### config.mk
export PLATFORM = sky130hd
export DESIGN_NAME = fractal_sync_cc
export DESIGN_NICKNAME = d
export VERILOG_FILES = /design/src/rtl/fractal_sync_cc.sv
export SDC_FILE = /design/constraint.sdc
export NUM_CORES = 1
export LEC_CHECK = 0
export CORE_UTILIZATION = 48
export CTS_CLUSTER_DIAMETER = 30
export DETAILED_ROUTE_END_ITERATION = 7
export GPL_ROUTABILITY_DRIVEN = 0
export PLACE_DENSITY = 0.83
export SETUP_SLACK_MARGIN = 0.5
export SYNTH_ARGS = -nofsm -noshare
export SYNTH_HDL_FRONTEND = slang
export SYNTH_SLANG_ARGS = --single-unit
### constraint.sdc
create_clock -name clk_i -period 2.2 [get_ports clk_i]
set_input_delay 0.55 -clock clk_i [delete_from_list [all_inputs] [get_ports clk_i]]
set_output_delay 0.55 -clock clk_i [all_outputs]
set_load 0.005 [all_outputs]
### src/rtl/fractal_sync_cc.sv
// fractal_sync_cc: issues one core barrier request as a fractal sync pulse and returns wake/error/timeout outcome
module fractal_sync_cc #(
  parameter int LVL_WIDTH      = 2,
  parameter int LVL_OFFSET     = 1,
  parameter int ID_WIDTH       = 2,
  parameter int ID_OFFSET      = 1,
  parameter int TIMEOUT_CYCLES = 1024,
  parameter int CNT_WIDTH      = $clog2(TIMEOUT_CYCLES+1)
) (
  input  logic                            clk_i,
  input  logic                            rst_ni,
  input  logic                            req_valid_i,
  output logic                            req_ready_o,
  input  logic [LVL_WIDTH-1:0]            req_level_i,
  input  logic [ID_WIDTH-1:0]             req_id_i,
  output logic                            rsp_valid_o,
  input  logic                            rsp_ready_i,
  output logic [1:0]                      rsp_status_o,
  output logic [LVL_WIDTH-LVL_OFFSET-1:0] rsp_level_o,
  output logic [ID_WIDTH+ID_OFFSET-1:0]   rsp_id_o,
  output logic                            sync_o,
  output logic [LVL_WIDTH-1:0]            level_o,
  output logic [ID_WIDTH-1:0]             id_o,
  input  logic                            wake_i,
  input  logic [LVL_WIDTH-LVL_OFFSET-1:0] level_i,
  input  logic [ID_WIDTH+ID_OFFSET-1:0]   id_i,
  input  logic                            error_i,
  output logic                            spurious_o
);
  localparam logic [1:0] S_IDLE = 2'd0, S_SYNC = 2'd1, S_WAIT = 2'd2, S_RSP = 2'd3;
  localparam int CW = (CNT_WIDTH < 1) ? 1 : CNT_WIDTH;
  logic [1:0]                      r_state;
  logic [CW-1:0]                   r_cnt;
  logic [1:0]                      r_status;
  logic [LVL_WIDTH-LVL_OFFSET-1:0] r_rsp_level;
  logic [ID_WIDTH+ID_OFFSET-1:0]   r_rsp_id;
  logic [LVL_WIDTH-1:0]            r_level;
  logic [ID_WIDTH-1:0]             r_id;
  logic                            r_spurious;
  logic                            w_hit;
  logic                            w_tmo;
  assign w_hit = wake_i | error_i;
  assign w_tmo = (TIMEOUT_CYCLES != 0) && (r_cnt == CW'(TIMEOUT_CYCLES - 1));
  assign req_ready_o  = (r_state == S_IDLE);
  assign rsp_valid_o  = (r_state == S_RSP);
  assign sync_o       = (r_state == S_SYNC);
  assign rsp_status_o = r_status;
  assign rsp_level_o  = r_rsp_level;
  assign rsp_id_o     = r_rsp_id;
  assign level_o      = r_level;
  assign id_o         = r_id;
  assign spurious_o   = r_spurious;
  always_ff @(posedge clk_i) begin
    if (!rst_ni) begin
      r_state     <= S_IDLE;
      r_cnt       <= '0;
      r_status    <= '0;
      r_rsp_level <= '0;
      r_rsp_id    <= '0;
      r_level     <= '0;
      r_id        <= '0;
      r_spurious  <= 1'b0;
    end else begin
      if ((r_state == S_IDLE || r_state == S_RSP) && w_hit) r_spurious <= 1'b1;
      case (r_state)
        S_IDLE: if (req_valid_i) begin
          r_level <= req_level_i;
          r_id    <= req_id_i;
          if (req_level_i == '0) begin
            r_state     <= S_RSP;
            r_status    <= 2'b11;
            r_rsp_level <= '0;
            r_rsp_id    <= '0;
          end else r_state <= S_SYNC;
        end
        S_SYNC: begin
          r_cnt <= '0;
          r_state <= w_hit ? S_RSP : S_WAIT;
          if (w_hit) begin
            r_status    <= error_i ? 2'b01 : 2'b00;
            r_rsp_level <= level_i;
            r_rsp_id    <= id_i;
          end
        end
        S_WAIT: begin
          r_cnt <= r_cnt + CW'(1);
          if (w_hit) begin
            r_state     <= S_RSP;
            r_status    <= error_i ? 2'b01 : 2'b00;
            r_rsp_level <= level_i;
            r_rsp_id    <= id_i;
          end else if (w_tmo) begin
            r_state     <= S_RSP;
            r_status    <= 2'b10;
            r_rsp_level <= '0;
            r_rsp_id    <= '0;
          end
        end
        default: if (rsp_ready_i) r_state <= S_IDLE;
      endcase
    end
  end
endmodule

Yosys cells after proc, flatten, opt, wreduce, memory -nomap -nowiden
Index checks and enable logic that the tools add are counted.
- register bits after elaboration: 24
- bits in latches: 0
- memory bits (writable): 0
- ROM bits: 0
- bits of input ports: 14
- memories: 0
- add/subtract/negate cells: 1
- $mul: 0
- divide/modulo/power cells: 0
- $lt $le $gt $ge: 0
- equal/unequal tests: 8
- shift operators: 0
- multiplexer cells: 27
- bitwise gates (word level): 1
- reduce and logical (&&, ||, !) cells: 10
- operators with widths (kind ; number):
    $pmux W11 S2 ; 1
    $mux W2 ; 10
    $mux W3 ; 5
    $pmux W2 S3 ; 2
    $add A11 B1 Y11 const B ; 1
    $eq A11 B10 Y1 const B ; 1
    $pmux W3 S3 ; 1
    $mux W1 ; 7
    $reduce_and A5 Y1 ; 1
    $eq A2 B2 Y1 const B ; 2
    $logic_not A2 Y1 ; 2
    $ne A2 B1 Y1 const B ; 2
    $reduce_bool A4 Y1 ; 1
    $ne A3 B3 Y1 const B ; 1
    $pmux W1 S3 ; 1
    $reduce_and A3 Y1 ; 1
    $reduce_bool A3 Y1 ; 1
    $eq A2 B1 Y1 const B ; 1
    $ne A2 B2 Y1 const B ; 1
    $reduce_and A2 Y1 ; 1
    $reduce_bool A2 Y1 ; 1
    $logic_and A1 B1 Y1 ; 1
    $logic_or A1 B1 Y1 ; 1
    $or A1 B1 Y1 ; 1

Depth between registers and ports, before layout
Gate-level depths: netlist of the first run.
- depth after elaboration: 4
- gate-level depth with buffers: 7
- gate-level depth less buffers: 6

Least setup slack after synthesis of the first run
OpenSTA, ideal clock, no wires.
- path type: register -> register
- from: reg r_state[0]
- to: reg r_status[1] (netlist: rsp_status_o[1])
- library setup time: 0.086 ns
- arrival: 1.570 ns
- path slack: 0.543 ns
- cell stages (with the launch flop): 8
- clock period less this slack: 1.657 ns
- cell sequence: dfxtp_1 > inv_1 > ha_1 > clkbuf_1 > nor2_1 > o21ai_0 > nand3_4 > a221oi_2
- cells in the longest elaborated chain, start to end: 3
- elaborated cells on any way between the ends: 10
- classes of those cells: 6 x eq/ne; 1 x mux; 3 x reduce/logical
- RTL lines (what ; RTL line ; RTL):
    start: declaration ; 32 ; logic [1:0] r_state;
    start signal: assignment ; 78 ; r_state <= w_hit ? S_RSP : S_WAIT;
    $logic_not A2 Y1 (*) ; -- ;
    via req_ready_o ; 13 ; output logic req_ready_o,
    $ne A2 B1 Y1 (no source line), or another cell as far along ; -- ;
    $reduce_and A5 Y1 (no source line) ; -- ;
    end signal: assignment ; 80 ; r_status <= error_i ? 2'b01 : 2'b00;
    end signal: assignment ; 89 ; r_status <= error_i ? 2'b01 : 2'b00;
    end: declaration ; 34 ; logic [1:0] r_status;
The timed path passes the listed nets; every way through them passes the cells marked *.
A chain may end at the register's enable or synchronous reset.

Final worst setup path of the first run
- from: reg r_state[1]
- to: out req_ready_o
- cells in the longest elaborated chain, start to end: 1
- RTL lines (what ; RTL line ; RTL):
    $logic_not A2 Y1 ; 44 ; assign req_ready_o = (r_state == S_IDLE);
    end: declaration ; 13 ;
Every way passes these cells.

==> run_results.csv, run 1 <==
group,metric,value,unit
global_route,grt_use_met3,3.80,%
global_route,grt.overflow.total,0,
critical_path,reg2reg_from,"r_state[0]$_SDFFE_PN0P_",
global_route,antenna_found_initial,0,
timing,clock_skew,0.00221,ns
routing,drt_pass1_iterations,4,
clock_network,cts_buffer_depth,2,
clock_network,cts_tree,"yes",
timing,finalCriticalPeriod,1.66,ns
power,p_int,0.00115,W
power,leakage,0.743,nW
yosys,synth_cell_types,29,
timing,worstMarginPinSlew,0.326,ns
placement,portBuffers,27,
power,p_sw,0.000669,W
clock_network,cts_buffers,3,
global_route,grt_max_degree,15,
critical_path,reg2reg_depth,8,
critical_path,worstSetupStartpoint,"r_state[1]$_SDFFE_PN0P_",
layout,layout_commonest_cell,"nand2_1",
global_route,grt_usage,23.0,%
global_route,grt_pass1_wl,4550,µm
critical_path,path_class,"reg -> out",
timing,clock.fmax,603,MHz
clock_network,htree_levels,1,
timing,finalHoldViolCount,0,
yosys,synth_cells,137,
outcome,status,"completed",
power,ir_drop,0.000678,V
floorplan,fp.dieW,51.5,µm
floorplan,floorplan.core_area,0.00225,mm²
critical_path,slowest_stage,"dfxtp_4",
floorplan,core.rowCount,17,
power,clkPwrFrac,17.1,%
clock_network,ctsRootBufferMaster,"clkbuf_4",
clock_network,cts_hold_buf,0,
floorplan,ios,28,
global_route,grt_pass1_vias,1064,
clock_network,path_clk_slew,0.13,ns
global_route,grt_most_used_layer,"met2",
global_route,grt_use_met2,42.2,%
routing,ant_nets,0,
placement,dp_hpwl,1990,µm
floorplan,start_util,52.2,%
layout,drive_gt1_share,32.2,%
yosys,seq_area_frac_synth,40.8,%
power,power_density,1060,mW/mm²
critical_path,crit_chain,"buf_6, inv_4, ha_4, clkbuf_2",
critical_path,start_kind,"register",
layout,syn2layout_area_growth,46.5,%
floorplan,dieArea,0.00265,mm²
floorplan,dieHeight,51.5,µm
global_route,use_met1,27.2,%
timing,relSlewSlack,78.0,%
routing,drt_iter0_drc,23,
routing,routed_wl,3050,µm
critical_path,rrSetupSlack,0.55,ns
critical_path,slowest_delay,0.37,ns
timing,period_share,75.4,%
power,p_sw_share,36.7,%
critical_path,critPathMaxFanout,3,
critical_path,critPathRequiredTime,1.65,ns
layout,nNetsFinal,197,
run,maxCapViolCount,0,
yosys,synth_area,0.00118,mm²
routing,routedWlPerCell,14.9,µm
timing,setup_violations,0,
clock_network,worstSkewPairLatency,0.31,ns
routing,vias,1102,
yosys,syn_avg_cell_area,8.59,µm²
min_path,holdPathEnd,"rsp_status_o[0]$_SDFFE_PN0P_",
power,power.share.combinational,52.8,%
power,p_seq_share,30.1,%
critical_path,endpoint_kind,"primary output",
timing,fin_setup_tns,0,ns
critical_path,r2r-end,"r_cnt[9]$_SDFFE_PN0N_",
layout,mostFrequentLayoutCells,"nand2_1 (25), nor2_1 (16), dfxtp_2 (13), clkdlybuf4s50_1 (13), buf_4 (12)",
timing,drv_slew,0,
layout,final_util,76.5,%
yosys,synth_nets,156,
power,finalPower,0.00182,W
yosys,ys.warnings.count,0,
routing,vias_per_cell,5.38,
min_path,hold-path-cell-count,2,
layout,nFillCells,163,
yosys,ys_seq_elements,24,
layout,diodes,0,
critical_path,arrival,1.11,ns
timing,rsz0062_at_grt,"true",
min_path,worstHoldStart,"rsp_status_o[0]$_SDFFE_PN0P_",
clock_network,cts.sinks,24,
min_path,hold_class,"reg -> reg",
routing,drc,0,
==> timing repair <==
| action | 4_1_cts | 5_1_grt |
|---|---|---|
| pin swaps | 3 | 4 |
| setup endpoints to repair | 21 | 15 |
| resized for setup | 46 | 20 |
| gates cloned | 0 | 0 |
| buffers inserted | 8 | 2 |
==> cells by family (layout without fill, tap and decap cells) <==
kind of cell,after synthesis,in the layout,share of synthesized area [%]
fa+ha+maj,5,5,5.31
xor+xnor,7,7,5.21
buf+inv,11,51,3.83
compound gates,22,22,13.0
mux,7,7,5.95
flops,24,24,40.8
simple gates,61,61,25.9
==> cells in the mapped netlist <==
| cell | n | area share (%) |
|---|---|---|
| nor2_1 | 16 | 5.1 |
| nand4_1 | 3 | 1.6 |
| nand2_1 | 25 | 8.0 |
| buf_2 | 3 | 1.3 |
| nand3_2 | 1 | 0.85 |
| a21oi_1 | 9 | 3.8 |
| nand3_1 | 5 | 2.1 |
| xnor2_1 | 3 | 2.2 |
| nor4_1 | 1 | 0.53 |
| nand4_4 | 1 | 1.8 |
| a21bo_2 | 1 | 0.85 |
| a211o_1 | 1 | 0.74 |
| xor2_1 | 4 | 3.0 |
| o21ai_0 | 7 | 3.0 |
| nor3_1 | 2 | 0.85 |
| a211oi_1 | 1 | 0.64 |
| o21ai_1 | 1 | 0.42 |
| and3_2 | 1 | 0.64 |
| a221oi_2 | 1 | 1.3 |
| or3_2 | 1 | 0.64 |
| or3_1 | 2 | 1.1 |
| inv_1 | 6 | 1.9 |
| o311ai_4 | 1 | 2.2 |
| ha_1 | 5 | 5.3 |
| dfxtp_1 | 24 | 41 |
| mux2i_1 | 7 | 6.0 |
| nand3_4 | 1 | 1.5 |
| clkbuf_1 | 2 | 0.64 |
| nand3b_1 | 2 | 1.3 |
==> worst max-delay path: cells and delay by family (launching register included) <==
family,cells,cell delay [ns]
flip-flops,1,0.37
buffers and inverters,3,0.29
adder cells (fa/ha/maj),1,0.14
==> layout make-up <==
class                      count  area [µm²]  share of cell area [%]
clock buffer                   3        22.5                    1.31
tap                           28        35.0                    2.03
clock inverter                 1        30.0                    1.74
multi-input combinational    102         734                    42.6
sequential                    24         504                    29.2
inverter                       6        27.5                    1.60
timing repair buffer          41         372                    21.5
==> through the flow <==
stage                     hold WS [ns]  setup WS [ns]  std cells  area [µm²]
after floorplan                  0.453          0.543        137        1180
after global placement           0.442          0.310        191        1490
after detailed placement         0.455          0.227        191        1490
after CTS                        0.467          0.400        203        1660
after global routing             0.487          0.465        205        1730
final                            0.468          0.542        205        1730
==> power groups by stage <==
stage	combinational (W)	sequential, W	clock (W)
floorplan	0.000479	0.000540	0
CTS	0.000876	0.000544	0.000318
global route	0.00104	0.000554	0.000340
global placement	0.000725	0.000541	0
finish	0.000961	0.000549	0.000312
detailed placement	0.000739	0.000548	0
==> routing by layer <==
layer,wire length [µm],up-vias
met5,0,-
met4,42,0
met3,117,6
met2,1590,26
met1,1300,525
li1,-,545
==> flip-flops by register name, summed over array words and instances (netlist names) <==
signal	flops
r_cnt	11
r_state	2
rsp_id_o	3
level_o	2
rsp_level_o	1
spurious_o	1
id_o	2
rsp_status_o	2
==> worst max path at each step <==
stage                     slack, ns                      endpoint  cells after the start
after floorplan                0.54  rsp_status_o[1]$_SDFFE_PN0P_                      7
after global placement         0.31  rsp_status_o[0]$_SDFFE_PN0P_                      5
after detailed placement       0.23      rsp_id_o[2]$_SDFFE_PN0P_                      5
after CTS                      0.40                   req_ready_o                      4
after global routing           0.46         r_cnt[9]$_SDFFE_PN0N_                      8
final                          0.54                   req_ready_o                      4
No activity file was read; power rests on OpenSTA's default activity.
==> inputs of run 2 (changes only) <==
- clock period: 2.2 -> 1.55 ns (I/O delays scaled with it)
==> run_results.csv, run 2 (synthesis results as in run 1) <==
group,metric,value,unit
global_route,grt_pass1_wl,5960,µm
critical_path,endpoint_kind,"register",
layout,nFillCells,40,
critical_path,reg2reg_from,"r_state[1]$_SDFFE_PN0P_",
layout,layout_commonest_cell,"buf_4",
routing,vias_per_cell,6.31,
timing,finalCriticalPeriod,1.73,ns
power,power_density,1730,mW/mm²
power,leakage,0.906,nW
critical_path,path_class,"reg -> reg",
global_route,grt_pass1_vias,1287,
clock_network,worstSkewPairLatency,0.32,ns
layout,syn2layout_area_growth,86.1,%
routing,drt_pass1_iterations,6,
clock_network,cts_buffer_depth,2,
critical_path,crit_chain,"buf_6, inv_6, ha_4, buf_4, inv_8, a211oi_4, nand2_1, mux2i_1",
routing,routed_wl,5620,µm
timing,relSlewSlack,75.5,%
placement,portBuffers,27,
placement,dp_hpwl,2110,µm
critical_path,rrSetupSlack,-0.18,ns
critical_path,cp_top_family,"buffers and inverters",
floorplan,core.rowCount,17,
timing,rsz0062_at_grt,"true",
global_route,antenna_found_initial,0,
global_route,grt_usage,30.7,%
routing,vias,1490,
timing,setup_slack,-0.184,ns
critical_path,critPathMaxFanout,7,
floorplan,floorplan.core_area,0.00225,mm²
layout,largest_reg_flops,11,
critical_path,slowest_delay,0.39,ns
outcome,violations,"setup timing",
critical_path,timing.critical_path.buf_inv,4,
clock_network,path_clk_slew,0.13,ns
global_route,grt_max_degree,13,
timing,clock_skew,0.0168,ns
critical_path,arrival,1.97,ns
critical_path,r2r-end,"rsp_id_o[1]$_SDFFE_PN0P_",
clock_network,ctsRootBufferMaster,"clkbuf_4",
timing,period_share,112,%
outcome,status,"finished, violations left",
min_path,hold_class,"reg -> reg",
timing,clock.fmax,577,MHz
clock_network,cts_buffers,3,
clock_network,cts_tree,"yes",
clock_network,cts_hold_buf,0,
clock_network,htree_levels,1,
layout,nNetsFinal,229,
routing,routedWlPerCell,23.8,µm
timing,worstMarginPinSlew,0.366,ns
floorplan,dieHeight,51.5,µm
layout,mostFrequentLayoutCells,"buf_4 (28), buf_6 (25), nand2_1 (20)",
layout,largest-register,"r_cnt",
layout,finish.instance_area,0.00219,mm²
timing,drv_slew,0,
routing,drc,0,
timing,setup_violations,19,
critical_path,slowest_stage,"dfxtp_2",
run,maxCapViolCount,0,
power,ir_drop,0.00142,V
floorplan,start_util,52.2,%
clock_network,cts.sinks,24,
layout,diodes,0,
global_route,grt.overflow.total,0,
min_path,holdPathEnd,"id_o[0]$_SDFFE_PN0P_",
routing,ant_nets,0,
placement,placed_area,0.00166,mm²
timing,fin_setup_tns,-1.84,ns
min_path,worstHoldStart,"id_o[0]$_SDFFE_PN0P_",
critical_path,reg2reg_depth,8,
floorplan,ios,28,
routing,drt_iter0_drc,68,
timing,finalHoldViolCount,0,
min_path,hold-path-cell-count,2,
critical_path,start_kind,"register",
floorplan,dieArea,0.00265,mm²
floorplan,fp.dieW,51.5,µm
layout,final_util,97.2,%
layout,drive_gt1_share,61.1,%
critical_path,critPathRequiredTime,1.78,ns
## run 2: changes by cell type in the layout (fill, tap and decap cells not counted), moves of 5 or more
cell           delta
buf_4            +16
dlygate4sd2_1     -8
nand2_1           -5
nor2_1            -6
buf_6            +22
## run 2: worst max path at each step
stage / start / endpoint / slack, ns / depth (start not counted)
2_1_floorplan: r_state[0]$_SDFFE_PN0P_ / r_cnt[5]$_SDFFE_PN0N_ / 0.18 / 5
3_3_place_gp: error_i / rsp_id_o[0]$_SDFFE_PN0P_ / -0.11 / 5
3_5_place_dp: wake_i / rsp_level_o$_SDFFE_PN0P_ / -0.19 / 5
4_1_cts: r_state[0]$_SDFFE_PN0P_ / r_cnt[9]$_SDFFE_PN0N_ / -0.001 / 8
5_1_grt: r_state[1]$_SDFFE_PN0P_ / rsp_id_o[0]$_SDFFE_PN0P_ / -0.22 / 8
6_report: r_state[1]$_SDFFE_PN0P_ / rsp_id_o[1]$_SDFFE_PN0P_ / -0.18 / 8
## run 2: where the power goes
part	switching (W)	leakage, nW	internal [W]
clock network	0.000179	0.0138	0.0000910
registers	0.0000729	0.204	0.000722
logic	0.00132	0.688	0.00140
## run 2: cell type report
type	instances	area [µm²]	area share [%]
timing repair buffer	72	667	30.4
multi-input combinational	103	917	41.9
tap	28	35.0	1.60
clock buffer	3	22.5	1.03
inverter	6	40.0	1.83
sequential	24	509	23.2
## run 2: metal layers
metal  vias up  share of wire, %  global-route usage (%)
met5         -                 0                       0
met4         0               6.4                    14.9
met3        45               8.8                    4.39
met2       115                48                    59.1
met1       717                37                    32.0
li1        613                 -                       -
## run 2: tightest hold or removal path, cell delays in order, from the launching register on
cell and delay [ns]:
dfxtp_2 0.35, nand2_1 0.05, a21oi_1 0.06
## run 2: metrics by stage
step	total power [W]	hold slack [ns]	worst slack [ns]	instances
finish	0.00379	0.485	-0.184	236
global route	0.00388	0.521	-0.222	236
CTS	0.00293	0.456	-0.00112	222
detailed placement	0.00213	0.445	-0.189	200
global placement	0.00210	0.442	-0.114	200
floorplan	0.00170	0.453	0.177	137
## run 2: timing repair
item                                    in CTS  in global routing
endpoints found under the setup margin      38                 38
cloned                                       0                  1
resized for setup                          106                 33
pin swaps                                   17                 17
setup buffers                               19                 13
